**config.mk**
```make
export PLATFORM = sky130hd
export DESIGN_NAME = pool_window_gen
export DESIGN_NICKNAME = d
export VERILOG_FILES = /design/src/rtl/pool_window_gen.sv
export SDC_FILE = /design/constraint.sdc
export NUM_CORES = 1
export LEC_CHECK = 0
export ABC_CLOCK_PERIOD_IN_PS = 3000
export CORE_MARGIN = 5
export CORE_UTILIZATION = 30
export CTS_CLUSTER_SIZE = 40
export DETAILED_ROUTE_END_ITERATION = 6
export SLEW_MARGIN = 20
export SYNTH_ARGS = -nofsm -noshare
export SYNTH_HDL_FRONTEND = slang
export SYNTH_SLANG_ARGS = --single-unit
```
**constraint.sdc**
```tcl
create_clock -name clk -period 3 [get_ports clk]
set_clock_uncertainty 0.05 [all_clocks]
set_input_delay 0.6 -clock clk [delete_from_list [all_inputs] [get_ports clk]]
set_output_delay 0.6 -clock clk [all_outputs]
set_load 0.05 [all_outputs]
```
**src/rtl/pool_window_gen.sv**
```systemverilog
// Turns a raster pixel stream into non-overlapping 2x2 windows (stride 2) for max_pool.
// Even rows are parked in a one-line buffer and paired with the odd row as it streams past.
module pool_window_gen #(
   parameter int DATA_W = 13,
   parameter int IMG_W  = 26,
   parameter int IMG_H  = 26
) (
   input  logic              clk,
   input  logic              rst,
   input  logic [DATA_W-1:0] pix_in,
   input  logic              pix_valid,
   output logic [DATA_W-1:0] win_p0,
   output logic [DATA_W-1:0] win_p1,
   output logic [DATA_W-1:0] win_p2,
   output logic [DATA_W-1:0] win_p3,
   output logic              win_valid,
   output logic              frame_done
);

   localparam int CW = (IMG_W > 1) ? $clog2(IMG_W) : 1;
   localparam int RW = (IMG_H > 1) ? $clog2(IMG_H) : 1;
   localparam logic [CW-1:0] COL_LAST = CW'(IMG_W - 1);
   localparam logic [RW-1:0] ROW_LAST = RW'(IMG_H - 1);

   logic [CW-1:0]     col;
   logic [RW-1:0]     row;
   logic [CW-1:0]     col_m1;
   logic [DATA_W-1:0] prev_pix;
   logic [DATA_W-1:0] row_buf [IMG_W];
   logic              col_end;
   logic              row_end;
   logic              win_done;

   assign col_end  = (col == COL_LAST);
   assign row_end  = (row == ROW_LAST);
   assign col_m1   = col - CW'(1);
   // With odd dimensions the trailing column/row has an even index, so it never completes a window.
   assign win_done = pix_valid && row[0] && col[0];

   always_ff @(posedge clk) begin
      if (rst) begin
         col <= '0;
         row <= '0;
      end else if (pix_valid) begin
         if (col_end) begin
            col <= '0;
            row <= row_end ? '0 : row + RW'(1);
         end else begin
            col <= col + CW'(1);
         end
      end
   end

   // Line buffer is never cleared; odd rows only read entries the preceding even row rewrote.
   always_ff @(posedge clk) begin
      if (!rst && pix_valid && !row[0]) begin
         row_buf[col] <= pix_in;
      end
   end

   always_ff @(posedge clk) begin
      if (rst) begin
         prev_pix <= '0;
      end else if (pix_valid && row[0] && !col[0]) begin
         prev_pix <= pix_in;
      end
   end

   always_ff @(posedge clk) begin
      if (rst) begin
         win_p0     <= '0;
         win_p1     <= '0;
         win_p2     <= '0;
         win_p3     <= '0;
         win_valid  <= 1'b0;
         frame_done <= 1'b0;
      end else begin
         win_valid  <= win_done;
         frame_done <= pix_valid && col_end && row_end;
         if (win_done) begin
            win_p0 <= row_buf[col_m1];
            win_p1 <= row_buf[col];
            win_p2 <= prev_pix;
            win_p3 <= pix_in;
         end
      end
   end

endmodule
```
==> out/results.ini, run 1 <==
[timing]
tightest_pin_transition_ps=1070
slew-limit-headroom=0.283
fin_worst_hold_slack_ps=404
final.period_utilization=0.955
timing_max_transition_violations_final=0
setup-tns-final_ps=0
setup_repair_after_global_routing_missed_its_margin=no
hold_viol_final=0
fmax_mhz=349
post-route-worst-setup-slack_ps=135
period_needed_ps=2870
timing.final.setup_violations=0

[route]
met1_length_mm=23.0
met3_length_mm=4.84
post_drt_wl_per_cell_um=25.5
drt_drc_violations_left=0
routed.top_layer=met4
via_count=11800
met2RoutedLength_mm=24.6
ant_nets=0
first_iter_violations=1359
routed_via_density=5.50
dr.pass1.iters=6
drt-total-wl_mm=54.4

[place]
io_buffer_count=69
post_place_setup_slack_ps=193
finalWeightedCongestion=0.874
detailed_place_hpwl_mm=35.0

[floorplan]
placementRows=90
core_area_sq_mm=0.0605
die_area_sq_mm=0.0662
floorplan.io_pins=70
initial_utilization=0.303
die_w_um=257
die_height_um=257

[global_routing]
first_global_vias=11600
overflow=0
antenna_found_initial=1
global_route_wire_length_before_repair_mm=79.1
grt_max_degree=97
globalRouteTotalUtil=0.159

[logic_synthesis]
ys_top_cells_by_area=edfxtp_1 55%, mux4_2 13%, dfxtp_1 8.4%
synth-warning-count=0
synth_top_area_frac=0.553
synth.largest_area_cell=edfxtp_1
mappedNetlistArea_sq_mm=0.0183
post_synth_most_frequent_cells=338 x edfxtp_1, 139 x nand2_1, 105 x mux4_2
async_flop_share=0
post_synth_inst_count=1207
yosys_most_used_dff=edfxtp_1
yosysMostFrequentCell=edfxtp_1
postSynthNetCount=1229
synth_seq_area_share=0.637
post_synth_num_cell_types=52
synth-seq-cells=415
synth-edff-count=338
avgSynthCellArea_sq_um=15.2

[cells_and_area]
drive_gt1_frac=0.211
nNetsFinal=1341
final_util=0.360
syn_to_final_growth_pct=18.8
num-fill-cells=5583

[power]
leakagePower_nw=6.89
power.density_cell_area_mw_per_mm2=598
power.ir.vdd_worst_mv=0.450

[clock_tree]
cts_max_path_buffers=3
worstSkewPairLatency_ps=580
cts-buffers-inserted=45
cts_num_sinks=415
resized_gates_after_cts=0
postCtsSetupBuffers=0
tritoncts=done
clock_tree.root_cell=clkbuf_16
cts_hold_repair.buffers=0
worst_setup_hold_path_clk_slew_ps=60
clock_tree.htree_level_count=2

[run_status]
run_status=complete, no violations

[worst_setup_path]
timing.critical_path.required_ps=3450
cp_data_arrival_time_ps=3310
timing.critical_path.from_type=flop
worst_setup_path_type=flop to flop
worstPathMaxFanout=16
endpoint_kind=flop

[run]
max_capacitance_violation_count=0

[hold_path]
timing.hold.worst.class=flop to flop

-- layout by cell type (no fill, tap or decap), types with 24 or more instances in the layout --
master	netlist	routed
nand2_1	139	139
a22oi_1	47	47
clkdlybuf4s50_1	0	68
dfxtp_1	77	74
nor2_1	64	64
a311oi_1	24	24
clkbuf_16	0	47
buf_4	14	83
mux4_2	105	105
a21oi_1	77	77
edfxtp_1	338	338
mux2i_1	98	98
-- registers in the layout, summed over array words and instances, names as in the netlist --
register and flops:
win_p3 13, win_valid 1, col 5, row_buf 338
row 5, win_p2 13, win_p1 13, prev_pix 13
win_p0 13, frame_done 1
-- cells by family after synthesis --
kind of cell / synth area share
buffers and inverters: 0.0269
AO/OA/AOI/OAI: 0.0791
AND/OR/NAND/NOR: 0.0642
XOR/XNOR: 0.00512
flip-flops: 0.637
adder cells (fa/ha/maj): 0.00409
multiplexers: 0.183
-- path summary, 6_finish.rpt --
kind | from | to | cells past startpoint | slack [ps]
hold / removal | win_p2[1] | win_p2[1] | 2 | 400
hold reg to reg | win_p2[1] | win_p2[1] | 2 | 400
setup reg to reg | col[2] | win_p1[1] | 7 | 130
setup / recovery | col[2] | win_p1[1] | 7 | 130
-- layer usage --
layer,track usage,vias to the layer above
met3,0.0352,93
met5,0,-
met1,0.224,6142
met4,0.0532,0
li1,-,4977
met2,0.245,538
-- power by group --
group          internal, mW  switching (mW)  total [mW]
registers              6.24          0.0155        6.25
logic                 0.514           0.774        1.29
clock network          3.19            2.30        5.49
total                  9.94            3.08        13.0
-- area by class of cell --
| type | count | area [sq um] | area share |
|---|---|---|---|
| antenna | 1 | 2.50 | 0.000115 |
| multi-input combinational | 695 | 6210 | 0.285 |
| sequential | 415 | 11700 | 0.537 |
| inverter | 4 | 15.0 | 0.000689 |
| clock buffer | 54 | 1230 | 0.0565 |
| timing repair buffer | 158 | 1430 | 0.0656 |
| tap | 782 | 978 | 0.0449 |
| clock inverter | 27 | 229 | 0.0105 |
-- through the flow --
stage	total power [mW]	instances	instance area, sq um
after floorplan	7.17	1207	18300
after global placement	7.64	2054	20300
after detailed placement	7.66	2054	20300
after CTS	13.1	2135	21800
after global routing	13.5	2135	21800
final	13.0	2136	21800
-- worst max-delay path, cell delays in order, from the launching register on --
cell	delay (ps)
dfxtp_1	650
buf_12	220
nor2b_1	630
a22oi_1	150
a21oi_1	580
a311oi_1	170
buf_4	180
nor3_1	140
Power figures use the tool's default switching activity.
==> run 2, diff against run 1 <==
Settings changed: CORE_ASPECT_RATIO from default to 1.25.
==> out/results.ini, run 2 (synthesis results as in run 1) <==
[worst_setup_path]
cp_data_arrival_time_ps=3040  ; was 3310 ps
worst_setup_path_type=flop to flop  ; unchanged
endpoint_kind=flop  ; unchanged
worstPathMaxFanout=50  ; was 16
timing.critical_path.from_type=flop  ; unchanged
timing.critical_path.required_ps=3370  ; was 3450 ps

[power]
power.density_cell_area_mw_per_mm2=585  ; was 598 mW/mm^2
total_power_mw=12.8  ; was 13.0 mW
power.ir.vdd_worst_mv=0.348  ; was 0.450 mV
leakagePower_nw=6.89  ; about the same

[place]
finalWeightedCongestion=0.879  ; was 0.874
detailed_place_hpwl_mm=36.0  ; was 35.0 mm
placed_cell_areas_sq_mm=0.0205  ; was 0.0203 sq mm
post_place_setup_slack_ps=321  ; was 193 ps
numPlacedInstances=2045  ; was 2054
io_buffer_count=69  ; unchanged

[global_routing]
antenna_found_initial=0  ; was 1
globalRouteTotalUtil=0.157  ; was 0.159
global_route_wire_length_before_repair_mm=78.1  ; was 79.1 mm
overflow=0  ; unchanged
grt_max_degree=81  ; was 97
first_global_vias=11600  ; about the same

[clock_tree]
resized_gates_after_cts=0  ; unchanged
worst_setup_hold_path_clk_slew_ps=60  ; about the same
cts_max_path_buffers=3  ; unchanged
clock_tree.htree_level_count=2  ; unchanged
cts-buffers-inserted=44  ; was 45
clock_tree.root_cell=clkbuf_16  ; unchanged
cts_num_sinks=415  ; unchanged
tritoncts=done  ; unchanged
postCtsSetupBuffers=0  ; unchanged
worstSkewPairLatency_ps=570  ; was 580 ps
cts_hold_repair.buffers=0  ; unchanged

[timing]
setup-tns-final_ps=0  ; unchanged
timing_max_transition_violations_final=0  ; unchanged
timing.final.setup_violations=0  ; unchanged
tightest_pin_transition_ps=875  ; was 1070 ps
post-route-worst-setup-slack_ps=323  ; was 135 ps
fin_worst_hold_slack_ps=399  ; was 404 ps
period_needed_ps=2680  ; was 2870 ps
hold_viol_final=0  ; unchanged
fmax_mhz=374  ; was 349 MHz
slew-limit-headroom=0.416  ; was 0.283
final.period_utilization=0.892  ; was 0.955
setup_repair_after_global_routing_missed_its_margin=no  ; unchanged

[cells_and_area]
final_util=0.361  ; was 0.360
n_antenna_cell=0  ; was 1
drive_gt1_frac=0.207  ; was 0.211
multi_input_comb_area_sq_mm=0.00620  ; was 0.00621 sq mm
num-fill-cells=5676  ; was 5583
final_area_sq_mm=0.0219  ; was 0.0218 sq mm
largest_register_ff_count=338  ; unchanged
mostFrequentLayoutCells=338 x edfxtp_1, 139 x nand2_1, 105 x mux4_2, 98 x mux2i_1, 77 x a21oi_1  ; was 338 x edfxtp_1, 139 x nand2_1, 105 x mux4_2, 98 x mux2i_1, 83 x buf_4
register_with_the_most_flip_flops=row_buf  ; unchanged
nNetsFinal=1341  ; unchanged
seq_area_sq_mm=0.0117  ; unchanged
layoutNonFillerInstCount=2123  ; was 2136
syn_to_final_growth_pct=19.4  ; was 18.8%
layout.cells.most_common=edfxtp_1  ; unchanged

[run]
max_capacitance_violation_count=0  ; unchanged

[route]
ant_nets=0  ; unchanged
drt_drc_violations_left=0  ; unchanged
routed_via_density=5.35  ; was 5.50
drt-total-wl_mm=53.0  ; was 54.4 mm
dr.pass1.iters=5  ; was 6
via_count=11400  ; was 11800
first_iter_violations=1098  ; was 1359
post_drt_wl_per_cell_um=25.0  ; was 25.5 um

[run_status]
run_status=complete, no violations  ; unchanged

[floorplan]
floorplan.io_pins=70  ; unchanged
initial_utilization=0.302  ; was 0.303
die_area_sq_mm=0.0662  ; about the same
die_w_um=231  ; was 257 um
core_area_sq_mm=0.0607  ; was 0.0605 sq mm
die_height_um=286  ; was 257 um
placementRows=101  ; was 90

[hold_path]
timing.hold.worst.class=flop to flop  ; unchanged

==> run 2: cell count changes in the layout (fill, tap and decap cells not counted), moves of 2 or more <==
cell / delta
buf_12: +15
buf_4: -14
clkbuf_1: +7
clkinv_2: -5
clkinv_1: -4
clkbuf_4: +2
==> run 2: critical path, stage by stage (launching register included) <==
cell and delay [ps]:
dfxtp_4 430, buf_12 310, buf_4 340, nor2b_1 170, buf_4 230, a22oi_1 90
a21o_1 200, a311oi_1 440, buf_4 190, nor3_1 40
==> run 2: final cells by class <==
class | count | area share
Clock buffer | 63 | 0.0577
Clock inverter | 15 | 0.00571
Inverter | 4 | 0.000686
Multi-Input combinational cell | 695 | 0.283
Sequential cell | 415 | 0.534
Tap cell | 772 | 0.0441
Timing Repair Buffer | 159 | 0.0742
==> run 2: final timing paths <==
path / slack, ps / from / cells past startpoint / endpoint
max: 320 / col[0] / 9 / win_p1[4]
min: 400 / prev_pix[8] / 2 / win_p2[8]
max reg2reg: 320 / col[0] / 9 / win_p1[4]
min reg2reg: 400 / prev_pix[8] / 2 / win_p2[8]
==> run 2: power breakdown <==
| part | internal (mW) | switching (mW) | total [mW] |
|---|---|---|---|
| logic | 0.526 | 0.755 | 1.28 |
| registers | 6.24 | 0.0137 | 6.25 |
| clock network | 3.09 | 2.18 | 5.27 |
| total | 9.86 | 2.94 | 12.8 |
==> run 2: metal layers <==
layer,global-route usage,share of wire
met5,0,0
met4,0.0490,0.030
met3,0.0201,0.057
met2,0.275,0.51
met1,0.204,0.40
